### config.mk
export PLATFORM = sky130hd
export DESIGN_NAME = serial_adder
export DESIGN_NICKNAME = d
export VERILOG_FILES = /design/src/rtl/serial_adder.sv
export SDC_FILE = /design/constraint.sdc
export NUM_CORES = 1
export LEC_CHECK = 0
export ABC_CLOCK_PERIOD_IN_PS = 1670
export CAP_MARGIN = 0
export CORE_UTILIZATION = 28
export DETAILED_ROUTE_END_ITERATION = 6
export PLACE_DENSITY = 0.48
export SLEW_MARGIN = 20
export SYNTH_ARGS = -nofsm -noshare
export SYNTH_HDL_FRONTEND = slang
export SYNTH_SLANG_ARGS = --single-unit
### constraint.sdc
create_clock -name i_clk -period 1.67 [get_ports i_clk]
set_input_delay 0.501 -clock i_clk [delete_from_list [all_inputs] [get_ports i_clk]]
set_output_delay 0.501 -clock i_clk [all_outputs]
set_load 0.02 [all_outputs]
### src/rtl/serial_adder.sv
// Bit-serial adder: one full-adder cell and a carry flop add two WIDTH-bit operands
// LSB-first over WIDTH cycles, sequenced by a start/busy/done handshake.
module serial_adder #(
    parameter int WIDTH = 4
) (
    input  logic             i_clk,
    input  logic             i_rst,
    input  logic             i_start,
    input  logic [WIDTH-1:0] i_a,
    input  logic [WIDTH-1:0] i_b,
    input  logic             i_c_in,
    output logic             o_busy,
    output logic             o_done,
    output logic [WIDTH-1:0] o_sum,
    output logic             o_c_out
);

    localparam int CW = $clog2(WIDTH);
    localparam logic [CW-1:0] LAST_BIT = CW'(WIDTH - 1);

    typedef enum logic [1:0] {
        IDLE = 2'd0,
        RUN  = 2'd1,
        DONE = 2'd2
    } state_t;

    state_t           r_state;
    logic [WIDTH-1:0] r_shift_a;
    logic [WIDTH-1:0] r_shift_b;
    logic [WIDTH-1:0] r_shift_s;
    logic             r_carry;
    logic [CW-1:0]    r_cnt;
    logic             r_busy;
    logic             r_done;
    logic [WIDTH-1:0] r_sum;
    logic             r_c_out;

    logic             w_s;
    logic             w_carry;
    logic             w_accept;

    // The single full-adder cell works on the current LSBs and the stored carry.
    assign w_s      = r_shift_a[0] ^ r_shift_b[0] ^ r_carry;
    assign w_carry  = (r_shift_a[0] & r_shift_b[0]) |
                      (r_shift_a[0] & r_carry)      |
                      (r_shift_b[0] & r_carry);
    assign w_accept = i_start && (r_state != RUN);

    always_ff @(posedge i_clk) begin
        if (i_rst) begin
            r_state   <= IDLE;
            r_shift_a <= '0;
            r_shift_b <= '0;
            r_shift_s <= '0;
            r_carry   <= 1'b0;
            r_cnt     <= '0;
            r_busy    <= 1'b0;
            r_done    <= 1'b0;
            r_sum     <= '0;
            r_c_out   <= 1'b0;
        end else begin
            case (r_state)
                IDLE, DONE: begin
                    r_done <= 1'b0;
                    if (w_accept) begin
                        r_shift_a <= i_a;
                        r_shift_b <= i_b;
                        r_carry   <= i_c_in;
                        r_cnt     <= '0;
                        r_state   <= RUN;
                        r_busy    <= 1'b1;
                    end else begin
                        r_state   <= IDLE;
                        r_busy    <= 1'b0;
                    end
                end
                RUN: begin
                    r_shift_a <= {1'b0, r_shift_a[WIDTH-1:1]};
                    r_shift_b <= {1'b0, r_shift_b[WIDTH-1:1]};
                    r_shift_s <= {w_s, r_shift_s[WIDTH-1:1]};
                    r_carry   <= w_carry;
                    r_cnt     <= r_cnt + 1'b1;
                    // sum/c_out only move on the final bit, so the previous result stays visible during RUN.
                    if (r_cnt == LAST_BIT) begin
                        r_sum   <= {w_s, r_shift_s[WIDTH-1:1]};
                        r_c_out <= w_carry;
                        r_cnt   <= '0;
                        r_state <= DONE;
                        r_busy  <= 1'b0;
                        r_done  <= 1'b1;
                    end
                end
                default: begin
                    r_state <= IDLE;
                    r_busy  <= 1'b0;
                    r_done  <= 1'b0;
                end
            endcase
        end
    end

    assign o_busy  = r_busy;
    assign o_done  = r_done;
    assign o_sum   = r_sum;
    assign o_c_out = r_c_out;

endmodule

==> impl_metrics.yaml <==
outcome:
  status: "complete, no violations"
setup_path:
  cp-end-kind: "output port"
  path_max_fanout: 2
  worstSetupPathType: "register to output port"
  cp.buffers_inverters: 1
  crit_slowest_cell: "dfxtp_1"
  start_kind: "register"
  crit_required_ns: 1.17
  arrival_ns: 0.98
  crit_chain: "dlygate4sd2_1"
  slowest_delay_ns: 0.35
  crit_family: "flip-flops"
placed_design:
  gp_congestion: 0.682
  placed_cell_area_sq_um: 1140
  dpl_worst_slack_ns: 0.0545
  dpl.cell_count: 161
  post-dp-hpwl_um: 1290
  port_buffers: 18
timing:
  finalCritPeriodShare: 0.888
  timing.hold.ws_ns: 0.457
  skew_ns: 0.00715
  setup_slack_ns: 0.187
  rsz0062_at_grt: "no"
  setup_tns_ns: 0
  drv_slew: 0
  tightest_slew_ns: 0.366
  fmax_mhz: 674
  layout_min_cycle_time_ns: 1.48
  relSlewSlack: 0.756
  setup_viol: 0
  finalHoldViolCount: 0
power:
  p_comb_frac: 0.139
  p_switching_mw: 0.241
  cellInternalPower_mw: 0.732
  swShare: 0.247
  power_frac_seq: 0.604
  power.density_nw_per_um2: 837
  pwr-share-clk: 0.258
  ir_drop_v: 0.000273
  finalPower_mw: 0.972
  p_leak_nw: 0.432
finish:
  layoutNonFillerInstCount: 165
  fin_nets: 136
  fillers: 340
  diodes: 0
  drive_gt1_frac: 0.0744
  design_area_sq_um: 1160
  final_util: 0.377
  syn_to_final_growth_pct: 27.5
die:
  die_area_sq_um: 3490
  initial_core_util: 0.296
  io_pins: 19
  die_x_um: 59.0
  core_area_sq_um: 3080
  dieHeight_um: 59.0
  rows: 20
drt:
  first_pass_iters: 4
  route.met3.wl_um: 83
  wl_per_cell_um: 11.3
  drt-total-wl_um: 1860
  drc_errors: 0
  top_layer: "met4"
  viasPerCell: 4.63
  drt_iter0_drc: 23
  dr_wl_met2_um: 886
  final_antenna_net_count: 0
  via_count: 764
  wl_met1_um: 878
logic_synthesis:
  synth_top_family_by_area: "simple AND/OR/NAND/NOR gates"
  synth_nets: 117
  syn_area_sq_um: 911
  muxShareOfSynthArea: 0
  synth_area_leaders: "dfxtp_1 51%, a21oi_1 10%, nand3_1 8.8%"
  synthCells: 103
  ys_seq_area_frac: 0.505
  synth_top_area_share: 0.505
  synth_compound_area_frac: 0.180
  syn_area_per_cell_sq_um: 8.84
  synthSimpleGateAreaFrac: 0.221
  synth_adder_area_share: 0.0357
  synth_xor_area_frac: 0
  synth_top_area_cell: "dfxtp_1"
  ys_types: 20
  ys_ff_latch: 23
  synth_warnings: 0
global_routing:
  grt_pass1_vias: 710
  antenna_found_initial: 0
  grt_usage: 0.120
  overflow: 0
  grt_max_degree: 24
  grt_pass1_wl_um: 3120
clock_tree:
  clk_pin_slew_ns: 0.12
  clk_latency_ns: 0.30
  cts_sinks: 23
  numCtsBuffers: 3
  post_cts_resized: 7
  cts_setup_buffers: 0
  cts_tree: "built"
  max-clock-path-buffers: 2
  root_buffer: "clkbuf_4"
  cts_hold_buf: 0
  cts_max_level: 1
worst_hold_path:
  min_path_type: "register to register"
run:
  cap_violations: 0
worst register-to-register path, cell delays in order (launching register included):
cell,delay (ns)
dfxtp_1,0.37
ha_1,0.38
nand3b_1,0.25
nand2_1,0.12
a21oi_1,0.07
cell usage in the layout (no fill, tap or decap), drive strengths merged:
cell,count
a21oi,20
a22oi,7
and2b,2
buf,5
clkbuf,4
clkdlybuf4s50,11
dfxtp,23
dlygate4sd2,7
fa,1
ha,1
nand2,14
nand2b,2
nand3,16
nand3b,2
nor2,2
nor3,1
nor3b,1
o21a,1
or3,1
registers in the layout, indices dropped and copies added, names as in the netlist:
signal	count
o_sum	4
r_shift_a	4
r_shift_b	4
r_shift_s	3
r_cnt	2
r_state	2
o_busy	1
o_c_out	1
o_done	1
r_carry	1
final timing paths:
check,startpoint,end,slack [ns],cells after the start
worst min register to register,o_sum[1],o_sum[1],0.46,2
worst min-delay path,o_sum[1],o_sum[1],0.46,2
worst max-delay path,o_done,o_done,0.19,1
worst max register to register,r_cnt[0],o_c_out,0.37,4
synth_stat cells (all sizes together):
cell,number
or3,1
ha,1
nor2,2
clkbuf,3
nand3b,2
dfxtp,23
o21a,1
buf,6
a21oi,20
nand2b,2
nand3,16
and2b,2
nand2,14
a22oi,7
nor3b,1
fa,1
nor3,1
cells by family after synthesis:
| group | Yosys count |
|---|---|
| AO/OA/AOI/OAI | 28 |
| buffers and inverters | 9 |
| adder cells (fa/ha/maj) | 2 |
| AND/OR/NAND/NOR | 41 |
| flip-flops | 23 |
layout make-up:
cell class | count | area (sq um) | area share
clock buffer | 4 | 26.3 | 0.0226
sequential | 23 | 460 | 0.397
timing repair buffer | 23 | 221 | 0.191
tap | 44 | 55.1 | 0.0474
multi-input combinational | 71 | 398 | 0.343
layer usage:
metal | global-route usage | up-vias
li1 | - | 397
met1 | 0.132 | 349
met2 | 0.218 | 16
met3 | 0.0306 | 2
met4 | 0.0510 | 0
met5 | 0 | -
power groups by stage:
stage / Sequential [mW] / Clock, mW / Combinational (mW)
3_5_place_dp: 0.600 / 0 / 0.137
4_1_cts: 0.587 / 0.268 / 0.136
2_1_floorplan: 0.598 / 0 / 0.0842
3_3_place_gp: 0.599 / 0 / 0.136
5_1_grt: 0.591 / 0.291 / 0.150
6_report: 0.587 / 0.250 / 0.135
Power figures use the tool's default switching activity.
==> RTL edit 1, RTL diff (same flow settings) <==
Encoding of `state_t`: now one-hot (3 bits for 3 states).
--- a/src/rtl/serial_adder.sv
+++ b/src/rtl/serial_adder.sv
@@ -20,6 +20,6 @@
 
-    typedef enum logic [1:0] {
-        IDLE = 2'd0,
-        RUN  = 2'd1,
-        DONE = 2'd2
+    typedef enum logic [2:0] {
+        IDLE = 3'b001,
+        RUN  = 3'b010,
+        DONE = 3'b100
     } state_t;
Formal check against the unedited RTL: same outputs for any inputs over 10 cycles, from zero or initial values and one cycle with i_rst high; not proved beyond that.
==> RTL edit 1 against the unedited design <==
- cell area grew 16%
- register-to-register slack lost 140 ps
- area after synthesis grew 10%
- power grew 21%
- count of clock-buffer cells in the layout shrank 1
- routed wire length grew 13%
- setup slack lost 130 ps
- die area grew 10%
- largest power group unchanged
- sequential cell count grew 1
==> RTL edit 1: results (changes against the unedited design) <==
Placed design:
- The global placement routability congestion is 0.703 (+3.1%).
- The count of port buffers added during placement came to 18 (unchanged).
- The instance area after placement is 1290 um^2 (+13%).
- The half-perimeter wire length after detailed placement came to 1510 um (+18%).

Logic synthesis:
- The post-synthesis net count is 126 (+7.7%).
- The register area share after synthesis was 47.8% (-2.8 points).
- The count of warnings emitted by yosys is 0 (unchanged).
- By area the synthesized netlist is led by dfxtp_1, nand2_1, o41ai_1.
- The number of different library cells in the post-synthesis netlist came to 29 (+45%).
- The prevailing post-synth register cell is dfxtp_1.
- Ranked by instance count, the synthesized netlist is headed by dfxtp_1, nand2_1.

Job:
- The max capacitance violation total is 0 (unchanged).

Global route:
- The fraction of met2 tracks used by global routing came to 21.7% (about the same).
- The first-pass GRT wire length is 3540 um (+14%).
- The pin count of the biggest net entering global routing came to 22 (-8.3%).
- The number of antenna violations at the first check in global routing is 0 (unchanged).
- The via count of the first global-routing pass came to 803 (+13%).
- The met1 demand-to-capacity share in global routing came to 15.2% (+2.0 points).
- The overall track demand over capacity in global routing is 12.7% (+0.64 points).
- The met3 capacity usage during global routing is 4.35% (+1.3 points).

Power and ir drop:
- The maximum VDD drop is 531 uV (+94%).
- The leakage component of the power is 0.000529 uW (+22%).

Setup path:
- The biggest fanout along the worst timing path is 6 (+4).
- The data arrival time of the critical path is 1820 ps (+840 ps).

STA:
- The slew of the pin with the lowest slew margin came to 351 ps (-14.7 ps).
- The worst clock skew on the final layout is 7.35 ps (+0.199 ps).

Cells and area:
- The final-stage net count is 151 (+11%).
- The share of final-layout standard cells stronger than drive strength 1 is 14.7% (+7.3 points).

CTS:
- The number of buffers on the longest clock path is 2 (unchanged).
- At the later pin of the worst-skew pair, clock insertion delay measures 310 ps.
- After clock tree synthesis, the clock-pin slew on the worst setup and hold paths is 130 ps.

Routing:
- The count of vias placed by the detailed router was 875 (+15%).
- The total routed wirelength is 2100 um (+13%).
- The violation count after the first detailed-routing iteration was 49 (+110%).
- The first-pass iteration count of the detailed router was 4 (unchanged).

Worst hold path:
- The min-delay analysis places its worst path in the category flop to flop.

Outcome:
- The run finished with clean final reports.
==> RTL edit 1: cell types whose count changed after synthesis, moves of 5 or more <==
cell	unedited run	this run
nand3_1	16	2
a21oi_1	19	7
nand2_1	14	23
a22oi_1	7	0
a31oi_1	0	7
o41ai_1	0	7
mux2i_1	0	5
nor2_1	2	7
==> RTL edit 1: power breakdown <==
group	total, uW	leakage, uW	internal, uW	switching (uW)
Sequential	620	0.000196	600	19.6
Clock	418	0.0000279	243	175
Combinational	140	0.000305	77.5	62.2
==> RTL edit 1: path summary, 6_finish.rpt <==
check,end,start,cells past startpoint,slack (ps)
worst max-delay path,r_shift_b[0]$_SDFFE_PP0P_,i_start,5,60
worst min register to register,r_cnt[1]$_SDFFE_PP0P_,r_cnt[1]$_SDFFE_PP0P_,2,460
worst max register to register,r_cnt[0]$_SDFFE_PP0P_,r_state[1]$_SDFFE_PP0P_,3,230
worst min-delay path,r_cnt[1]$_SDFFE_PP0P_,r_cnt[1]$_SDFFE_PP0P_,2,460
==> RTL edit 1: metrics by stage <==
step	setup WS, ps	hold WS, ps	power [uW]	instances
floorplan	199	432	702	112
global placement	-257	445	770	178
detailed placement	-281	449	771	178
CTS	69.9	468	1190	182
global route	17.5	485	1230	182
finish	57.8	464	1180	182
==> RTL edit 1: layout make-up <==
class | count | area, um^2
sequential | 24 | 480
timing repair buffer | 29 | 254
clock inverter | 1 | 30.0
tap | 46 | 57.6
fill | 360 | 2040
multi-input combinational | 78 | 498
clock buffer | 3 | 22.5
inverter | 1 | 3.75
==> RTL edit 1: timing repair <==
| action | 4_1_cts | 5_1_grt |
|---|---|---|
| pin swaps | 0 | 0 |
| gates resized for setup | 7 | 2 |
| setup buffers | 0 | 0 |
| hold endpoints to repair | 0 | 0 |
| setup endpoints to repair | 7 | 5 |
==> RTL edit 1: routing by layer <==
| layer | up-vias | part of all wire, % | wire length [um] |
|---|---|---|---|
| met5 | - | 0 | 0 |
| met4 | 0 | 0.91 | 19 |
| met3 | 2 | 3.5 | 74 |
| met2 | 14 | 47 | 988 |
| met1 | 407 | 48 | 1010 |
| li1 | 452 | - | - |
==> RTL edit 1: cell families (layout without fill, tap and decap cells) <==
kind of cell	Yosys count	count (layout)	synth area share (%)
flops	24	24	47.8
mux	5	5	4.98
compound gates	25	25	15.9
simple gates	46	46	24.0
fa+ha+maj	2	2	3.23
buf+inv	10	34	4.10
==> RTL edit 1: critical path, cell delays in order <==
cell             delay, ps
clkdlybuf4s50_1        470
or4bb_4                540
nand3_2                100
buf_4                  140
a31oi_1                 70
==> RTL edit 2, RTL diff (same flow settings) <==
Without the edit above. The parameter `WIDTH` goes from 4 to 8.
--- a/src/rtl/serial_adder.sv
+++ b/src/rtl/serial_adder.sv
@@ -3,3 +3,3 @@
 module serial_adder #(
-    parameter int WIDTH = 4
+    parameter int WIDTH = 8
 ) (
Interface: changed (resized i_a, i_b and o_sum); port bits go from 19 to 31. No check against the original RTL was run, so the function may have changed too.
==> RTL edit 2 against the unedited design <==
- setup slack better by 5.2 ps
- sequential cell count up 17
- area after synthesis up 72%
- power up 94%
- die area up 69%
- cell area up 73%
- routed wire length up 89%
- utilization up 0.74 points
- critical endpoint is now o_busy
- highest routed layer unchanged
==> RTL edit 2: results (changes against the unedited design) <==
Outcome:
- The flow ran to the end, and the final reports show no timing, DRC or antenna violations.

CTS:
- The clock transition time at the flip-flop clock pins of the worst setup and hold paths came to 80 ps (-40 ps).
- The clock tree root driver cell is clkbuf_8.
- The maximum level of the CTS H-tree is 2 (+1).
- The number of buffers on the longest clock path came to 2 (unchanged).
- The TritonCTS buffer count was 5 (+2).

Power and ir drop:
- The switching portion of total power is 24.5% (-0.27 points).
- The maximum VDD drop came to 446 uV (+63%).
- The leakage component of the power came to 0.000747 uW (+73%).

Global route:
- The via count of the first global-routing pass is 1234 (+74%).
- The pin count of the biggest net entering global routing came to 41 (+71%).
- The fraction of met2 tracks used by global routing is 20.4% (-1.4 points).
- The first-pass GRT wire length was 6090 um (+95%).
- The overall track demand over capacity in global routing is 13.1% (+1.0 points).
- The met1 demand-to-capacity share in global routing came to 17.0% (+3.8 points).
- The met3 capacity usage during global routing is 3.81% (+0.75 points).

STA:
- The worst clock skew on the final layout is 6.44 ps (-0.715 ps).
- The relative slew slack was 73.2% (-2.4 points).
- The post-route clock period utilization is 88.5% (-0.31 points).

Logic synthesis:
- The post-synthesis net count was 204 (+74%).
- The register area share after synthesis came to 51.2% (+0.61 points).
- The share of the synthesized area in compound gates (AO/OA/AOI/OAI) came to 19.5% (+1.5 points).
- The count of warnings emitted by yosys was 0 (unchanged).
- The adder-cell share of the synthesized area is 3.68% (+0.11 points).
- The commonest cells after synthesis are dfxtp_1, a21oi_1, nand2_1, nand3_1, a22oi_1.
- Yosys attributes the largest share of cell area to dfxtp_1, a21oi_1, nand2_1.

Cells and area:
- The number of filler cells placed in the layout is 543 (+60%).
- The share of final-layout standard cells stronger than drive strength 1 came to 6.70% (-0.74 points).

Setup path:
- The reg2reg setup slack was 240 ps (-130 ps).
- The first element of the critical path is o_busy$_SDFFE_PP0P_.
- The capturing point of the worst reg2reg path is o_sum[6]$_SDFFE_PP0P_.
- The cell depth of the worst flop-to-flop path is 5 (+1).

Placed design:
- The half-perimeter wire length after detailed placement is 2250 um (+75%).
- The setup slack at placement came to 2.18 ps (-52.3 ps).
- The count of port buffers added during placement was 30 (+12).

Routing:
- The total routed wirelength is 3510 um (+89%).
- The violation count after the first detailed-routing iteration is 88 (+280%).
- The routed via count divided by cell count came to 4.73 (+2.1%).
-- RTL edit 2: cell types whose count changed in the layout (fill, tap and decap cells not counted), sizes merged, moves of 8 or more --
cell and delta:
nand2 +21, dfxtp +17, a21oi +17, clkdlybuf4s50 +8, a22oi +8
-- RTL edit 2: worst reg2reg max path, delay by kind of cell (launching register included) --
kind	cells	cell delay, ps
AND/OR/NAND/NOR	2	490
AO/OA/AOI/OAI	1	80
adder cells (fa/ha/maj)	2	410
flip-flops	1	360
-- RTL edit 2: power by group through the flow --
| stage | Combinational, uW | Clock, uW | Sequential (uW) |
|---|---|---|---|
| 2_1_floorplan | 132 | 0 | 1030 |
| 3_3_place_gp | 213 | 0 | 1030 |
| 3_5_place_dp | 218 | 0 | 1040 |
| 4_1_cts | 218 | 684 | 1010 |
| 5_1_grt | 244 | 730 | 1020 |
| 6_report | 216 | 657 | 1010 |
-- RTL edit 2: how the worst max path moves through the flow --
| stage | to | cells past startpoint |
|---|---|---|
| after detailed placement | r_shift_b[6]$_SDFFE_PP0P_ | 5 |
| after CTS | o_busy | 1 |
| after floorplan | r_shift_b[0]$_SDFFE_PP0P_ | 5 |
| final | o_busy | 1 |
| after global routing | o_c_out$_SDFFE_PP0P_ | 5 |
| after global placement | r_shift_b[3]$_SDFFE_PP0P_ | 5 |
-- RTL edit 2: what timing repair did --
| action | in CTS | in global routing |
|---|---|---|
| setup endpoints to repair | 11 | 0 |
| resized for setup | 11 | 0 |
| hold buffers | 0 | 0 |
| setup buffers | 0 | 0 |
-- RTL edit 2: routing by layer --
metal	wire length (um)	share of wire, %
met5	0	0
met4	16	0.46
met3	159	4.5
met2	1650	47
met1	1690	48
-- RTL edit 2: metrics by stage --
step | total power [uW] | area (um^2) | hold slack [ps] | cells | utilization, %
3_5_place_dp | 1250 | 1940 | 446 | 271 | 37.0
6_report | 1890 | 2010 | 450 | 279 | 38.5
5_1_grt | 1990 | 2010 | 473 | 279 | 38.5
4_1_cts | 1920 | 2010 | 454 | 279 | 38.5
3_3_place_gp | 1250 | 1940 | 443 | 271 | 37.0
2_1_floorplan | 1160 | 1570 | 432 | 180 | -
-- RTL edit 2: kinds of logic after synthesis --
logic type	Yosys count
compound gates	53
fa+ha+maj	4
flops	40
buf+inv	15
simple gates	68
-- RTL edit 2: area by class of cell --
| class | count | share of cell area (%) |
|---|---|---|
| multi-input cells | 125 | 33.6 |
| clock inverters | 2 | 0.497 |
| clock buffers | 6 | 4.10 |
| flip-flops and latches | 40 | 39.8 |
| well taps | 70 | 4.35 |
| repair buffers | 36 | 17.7 |
